### config.mk
export PLATFORM = sky130hd
export DESIGN_NAME = ring_access_sequencer
export DESIGN_NICKNAME = d
export VERILOG_FILES = /design/src/rtl/ring_access_sequencer.sv
export SDC_FILE = /design/constraint.sdc
export NUM_CORES = 1
export LEC_CHECK = 0
export ABC_AREA = 1
export CAP_MARGIN = 20
export CELL_PAD_IN_SITES_DETAIL_PLACEMENT = 1
export CELL_PAD_IN_SITES_GLOBAL_PLACEMENT = 1
export CORE_MARGIN = 2
export CORE_UTILIZATION = 32
export CTS_BUF_LIST = sky130_fd_sc_hd__clkbuf_16
export DETAILED_ROUTE_END_ITERATION = 6
export PLACE_DENSITY = 0.88
export SLEW_MARGIN = 10
export SYNTH_ARGS = -nofsm -noshare
export SYNTH_HDL_FRONTEND = slang
export SYNTH_SLANG_ARGS = --single-unit
export TNS_END_PERCENT = 1
### constraint.sdc
create_clock -name clk -period 1.6 [get_ports clk]
set_clock_uncertainty 0.15 [all_clocks]
set_input_delay 0.16 -clock clk [delete_from_list [all_inputs] [get_ports clk]]
set_output_delay 0.16 -clock clk [all_outputs]
set_load 0.05 [all_outputs]
### src/rtl/ring_access_sequencer.sv
// Request front-end for the shift-register ring memory controller: converts absolute
// slot requests into relative step counts. Optional feature macro: ZERO_STEP_BYPASS_EN.
module ring_access_sequencer #(
  parameter int unsigned ADDRESS_WIDTH = 4,
  parameter int unsigned DATA_WIDTH    = 8,
  parameter int unsigned RING_SLOTS    = 16
) (
  input  logic                     clk,
  input  logic                     rst,
  input  logic                     req_valid,
  output logic                     req_ready,
  input  logic                     req_write,
  input  logic [ADDRESS_WIDTH-1:0] req_addr,
  input  logic [DATA_WIDTH-1:0]    req_wdata,
  output logic                     rsp_valid,
  output logic                     rsp_error,
  output logic [DATA_WIDTH-1:0]    rsp_rdata,
  output logic                     src_start,
  output logic                     src_write,
  output logic [ADDRESS_WIDTH-1:0] src_num_steps,
  output logic [DATA_WIDTH-1:0]    src_value,
  input  logic                     src_last_step,
  input  logic [DATA_WIDTH-1:0]    src_buffer
);

  localparam logic [ADDRESS_WIDTH:0]   Slots   = (ADDRESS_WIDTH + 1)'(RING_SLOTS);
  localparam logic [ADDRESS_WIDTH-1:0] SlotsLo = Slots[ADDRESS_WIDTH-1:0];

  typedef enum logic [1:0] {
    StIdle,
    StIssue,
    StWait,
    StDrain
  } state_e;

  state_e                   state_q;
  logic [ADDRESS_WIDTH-1:0] cursor_q;
  logic [ADDRESS_WIDTH-1:0] addr_q;
  logic                     write_q;

  logic                     accept;
  logic                     in_range;
  logic [ADDRESS_WIDTH:0]   diff;
  logic [ADDRESS_WIDTH-1:0] steps;

  // Modular distance from the cursor; low bits wrap naturally, so only the
  // borrow decides whether the ring size must be added back.
  always_comb begin
    diff     = {1'b0, req_addr} - {1'b0, cursor_q};
    steps    = diff[ADDRESS_WIDTH] ? (diff[ADDRESS_WIDTH-1:0] + SlotsLo)
                                   : diff[ADDRESS_WIDTH-1:0];
    in_range = ({1'b0, req_addr} < Slots);
  end

  assign accept = req_valid & req_ready;

  always_ff @(posedge clk) begin
    if (rst) begin
      state_q       <= StIdle;
      cursor_q      <= '0;
      addr_q        <= '0;
      write_q       <= 1'b0;
      req_ready     <= 1'b1;
      rsp_valid     <= 1'b0;
      rsp_error     <= 1'b0;
      rsp_rdata     <= '0;
      src_start     <= 1'b0;
      src_write     <= 1'b0;
      src_num_steps <= '0;
      src_value     <= '0;
    end else begin
      rsp_valid <= 1'b0;
      rsp_error <= 1'b0;
      case (state_q)
        StIdle: begin
          if (accept) begin
            if (!in_range) begin
              rsp_valid <= 1'b1;
              rsp_error <= 1'b1;
              rsp_rdata <= '0;
`ifdef ZERO_STEP_BYPASS_EN
            end else if (!req_write && (steps == '0)) begin
              // Buffer already holds the requested slot.
              rsp_valid <= 1'b1;
              rsp_rdata <= src_buffer;
`endif
            end else begin
              req_ready     <= 1'b0;
              write_q       <= req_write;
              addr_q        <= req_addr;
              src_start     <= 1'b1;
              src_write     <= req_write;
              src_num_steps <= steps;
              src_value     <= req_wdata;
              state_q       <= StIssue;
            end
          end
        end
        // lastStep may still be high from a previous access, so it is not looked at here.
        StIssue: state_q <= StWait;
        StWait: begin
          if (src_last_step) begin
            src_start <= 1'b0;
            src_write <= 1'b0;
            state_q   <= StDrain;
          end
        end
        StDrain: begin
          rsp_valid <= 1'b1;
          rsp_rdata <= write_q ? src_value : src_buffer;
          cursor_q  <= addr_q;
          req_ready <= 1'b1;
          state_q   <= StIdle;
        end
        default: state_q <= StIdle;
      endcase
    end
  end

endmodule

Yosys cells after proc, flatten, opt, wreduce, memory -nomap -nowiden
Cells that the tools add are included.
{ "classes": {"addsub": 1, "n_mux": 12, "n_reduce_logical": 7, "bitwise_logic": 1, "n_eq_ne": 5} }
{ "ops": {"columns": ["cell", "count"], "rows": [
  ["two-way mux 8 bit", 1],
  ["case mux 2 bit (4 select lines)", 1],
  ["case mux 1 bit (2 select lines)", 3],
  ["AND reduction 2 bit", 3],
  ["two-way mux 1 bit", 5],
  ["== test 2 bit (second input constant)", 2],
  ["two-way mux 2 bit", 2],
  ["!= test 2 bit (second input constant)", 2],
  ["nonzero test 2 bit", 2],
  ["subtractor 4 bit", 1],
  ["AND reduction 3 bit", 1],
  ["== test 2 x 1 -> 1 bit (second input constant)", 1],
  ["zero test 2 bit", 1],
  ["bitwise AND 1 bit", 1]
]} }
{ "totals": {"reg_bits": 35, "wordCells": 37, "in_bits": 25, "out_inout_bits": 25} }

Logic depth before layout (Yosys ltp)
{ "logic_depth": {"ltp_word": 3, "mapped_depth": 9, "ltp_nobuf": 9} }

Worst setup path after synthesis
OpenSTA, ideal clock, no wires.
{ "synth_path": {"path_kind": "register to register", "from": "reg req_ready", "to": "reg src_value[1]", "stages_incl_launch_ff": 7, "setup_time_ps": 116, "required_ps": 1334, "arrival_ps": 1272, "path_slack_ps": 61, "cell_sequence": "dfxtp_1 nand2_2 nor2_8 inv_2 buf_6 nor2_1 nor2_1"} }
{ "synth_via": {"elab_chain_len": 2} }
{ "synth_rtl": {"columns": ["item", "line_no", "source"], "rows": [
  ["start: declaration", "11", "output logic req_ready,"],
  ["start signal: assignment", "63", "req_ready <= 1'b1;"],
  ["start signal: assignment", "88", "req_ready <= 1'b0;"],
  ["start signal: assignment", "112", "req_ready <= 1'b1;"],
  ["bitwise AND 1 bit", "55", "assign accept = req_valid & req_ready;"],
  ["AND reduction 2 bit (no line)", null, null],
  ["end signal: assignment", "94", "src_value <= req_wdata;"],
  ["end: declaration", "21", "output logic [DATA_WIDTH-1:0] src_value,"]
]} }
No other way between the ends.
A chain may end at the register's enable or synchronous reset.

Worst setup path in the final report
{ "layout_path": {"from": "reg state_q[1]", "to": "reg src_value[6]"} }
{ "layout_via": {"elab_chain_len": 2} }
{ "layout_rtl": {"columns": ["item", "line_no", "source"], "rows": [
  ["start: declaration", "36", "state_e state_q;"],
  ["start signal: assignment", "59", "state_q <= StIdle;"],
  ["start signal: assignment", "95", "state_q <= StIssue;"],
  ["start signal: assignment", "100", "StIssue: state_q <= StWait;"],
  ["zero test 2 bit", "74", "case (state_q)"],
  ["AND reduction 2 bit (no line)", null, null]
]} }
No other way between the ends.

==> metrics <==
DR iter-0 viols=69; Syn Nets=223; Synth area leader=dfxtp_1; slowest CP cell=dfxtp_1; global-route wire length before repair=6930 um; f_max=673 MHz; Post-synth EDFFs=0; cts hold-fix bufs=0; FF-to-FF Start=state_q[1]; routed vias=1,441; clock-pin slew on the worst setup and hold paths=0.05 ns; flop2flop setup slack=0.11 ns; status=completed; global placement routability congestion=0.823; largest family of logic cells by synthesized area=compound AO/OA/AOI/OAI gates; WHS Endpoint=cursor_q[0]; Area contributors post-synth=dfxtp_1, a21oi_1, o21ai_0, nand2_1, ha_1; leakage power=0.999 nW; Final setup viols=0; largest vdd supply drop=719 uV; largest net degree at the start of global routing=32; post-synth top area share=46.4%; worst hold path type=reg2reg; num rows=24; post-synthesis mux area share=0%; WHS Path Cells=2; Adder-Cell Fraction of Synth Area=7.13%; compound-cell area share of the yosys netlist=21.9%; Final Critical Period=1.49 ns; # nets final=276; latest clock arrival within the worst-skew pair=0.28 ns; initial antenna violation count=0; most frequent cells after synthesis=dfxtp_1, a21oi_1, nand2_1, o21ai_0; largest fanout on the critical path=22; dpl ws=-0.220 ns; Worst Reg-to-Reg Cells=7; depth of the CTS H-tree=2; Synth Area in XOR/XNOR=0.580%; crit path cell chain=inv_1, ha_4, inv_2, nor2_8, buf_12, o21ai_0, nor2_1; Die Wd=72.7 um; Period Utilization, post-route=92.8%; number of buffers created by CTS=5; number of top-level pins=50; Core ar.=4440 um2; max_cap viols=0; Setup crit end kind=register; Slew Viols, Final=0; vias in the first global route=1,500; WL/cell=14.2 um; Layout area overhead=44.2%; layout cell share with drive strength beyond 1=18.4%; share of synthesized registers carrying an async set or reset=0%; total die area=5280 um2; detailed-route wire length=4200 um; CP Launch Type=register; Synth Flop Type=dfxtp_1; Max stage delay on crit path=0.37 ns; Yosys reg bits=35; Syn Inst Count=190; gr usage total=17.0%; Crit Path Class=reg2reg; post_cts resized=0; IO Port Bufs=48; clock sink count=35; CTS Buffer Depth=2; Power Dens Cells=1830 nW/um2; sequential-to-total area share from yosys stat=46.4%; crit path setup slack, layout=0.115 ns; Antenna Cells=0; via density per instance=4.87; average size of a mapped cell=7.94 um2; # Post-CTS Setup Buffers=0; r2r endpoint=src_value[6]; DP Wirelength=3000 um; CTS tree=done; post-route ant nets=0; WP data arrival=1.50 ns; setup TNS=0 ns; worst path bufs/invs=3; DRC viols=0; post-synth cell types=22; Fin. Hold Viols=0; top-count cell post-synth=dfxtp_1; unrepaired setup endpoints after global routing=false; Chip Height=72.7 um; Worst EP required=1.61 ns; Synth Area in Simple Gates=13.5%; GRT overflow=0; cell area after synthesis=1510 um2; CP top delay family=flip-flops; synth warn=0; Starting Density=34.0%; First-pass DRT Iterations=4; hold_sp=addr_q[0]; clk root buf=clkbuf_16
through the flow:
step / utilization, % / area, um2 / cells / total power (W) / hold WS [ns]
after floorplan: - / 1510 / 190 / 0.00248 / 0.0791
final: 49.0 / 2180 / 296 / 0.00399 / 0.294
after global routing: 49.0 / 2180 / 296 / 0.00423 / 0.312
after global placement: 45.5 / 2020 / 288 / 0.00298 / 0.281
after detailed placement: 45.5 / 2020 / 288 / 0.00305 / 0.287
after CTS: 48.6 / 2160 / 296 / 0.00398 / 0.297
cells in the final DEF, fill, tap and decap left out, types with 3 or more instances in the layout:
cell type	Yosys	final
nand2_1	24	24
clkdlybuf4s50_1	0	24
ha_1	7	6
buf_12	0	3
buf_4	1	29
dfxtp_1	35	35
o21ai_1	5	7
clkinv_1	2	4
nor2_1	18	18
clkbuf_16	0	5
a21oi_1	34	34
inv_2	2	3
inv_1	18	17
o21ai_0	24	22
nand3_1	4	4
metal layers:
metal / global-route usage, % / wire (um)
met5: 0 / 0
met4: 5.14 / 14
met3: 4.83 / 211
met2: 30.4 / 2180
met1: 19.6 / 1800
report_power, final:
part           internal, W  total (W)  switching [W]
combinational     0.000598    0.00178        0.00119
sequential         0.00112    0.00128       0.000165
clock             0.000565   0.000922       0.000357
total              0.00228    0.00399        0.00171
tightest hold or removal path, stage by stage, from the launching register on:
cell and delay [ns]:
dfxtp_1 0.31, inv_1 0.04, a21oi_1 0.05
flip-flops by register name, summed over array words and instances, names as in the netlist:
register / flops
req_ready: 1
src_write: 1
src_start: 1
src_value: 8
rsp_valid: 1
rsp_rdata: 8
state_q: 2
src_num_steps: 4
cursor_q: 4
addr_q: 4
write_q: 1
kinds of logic (layout without fill, tap and decap cells):
logic type,after synthesis,in the layout
buf+inv,32,86
other cells,1,1
flops,35,35
fa+ha+maj,8,8
xor+xnor,1,1
simple gates,48,48
compound gates,65,65
layout make-up:
| class | instances | area, um2 |
|---|---|---|
| Fill cell | 547 | 2270 |
| Timing Repair Buffer | 56 | 518 |
| Clock inverter | 3 | 15.0 |
| Tap cell | 52 | 65.1 |
| Inverter | 22 | 82.6 |
| Sequential cell | 35 | 701 |
| Clock buffer | 5 | 125 |
| Multi-Input combinational cell | 123 | 669 |
worst max-delay path by stage:
| stage | start | endpoint | slack [ns] | cells past startpoint |
|---|---|---|---|---|
| after floorplan | req_ready | src_value[1] | 0.06 | 6 |
| after global placement | req_addr[0] | src_num_steps[2] | -0.13 | 6 |
| after detailed placement | req_addr[0] | src_num_steps[2] | -0.22 | 6 |
| after CTS | state_q[1] | src_value[6] | 0.06 | 7 |
| after global routing | state_q[1] | write_q | 0.005 | 7 |
| final | state_q[1] | src_value[6] | 0.11 | 7 |
(Power assumes the default switching activity.)
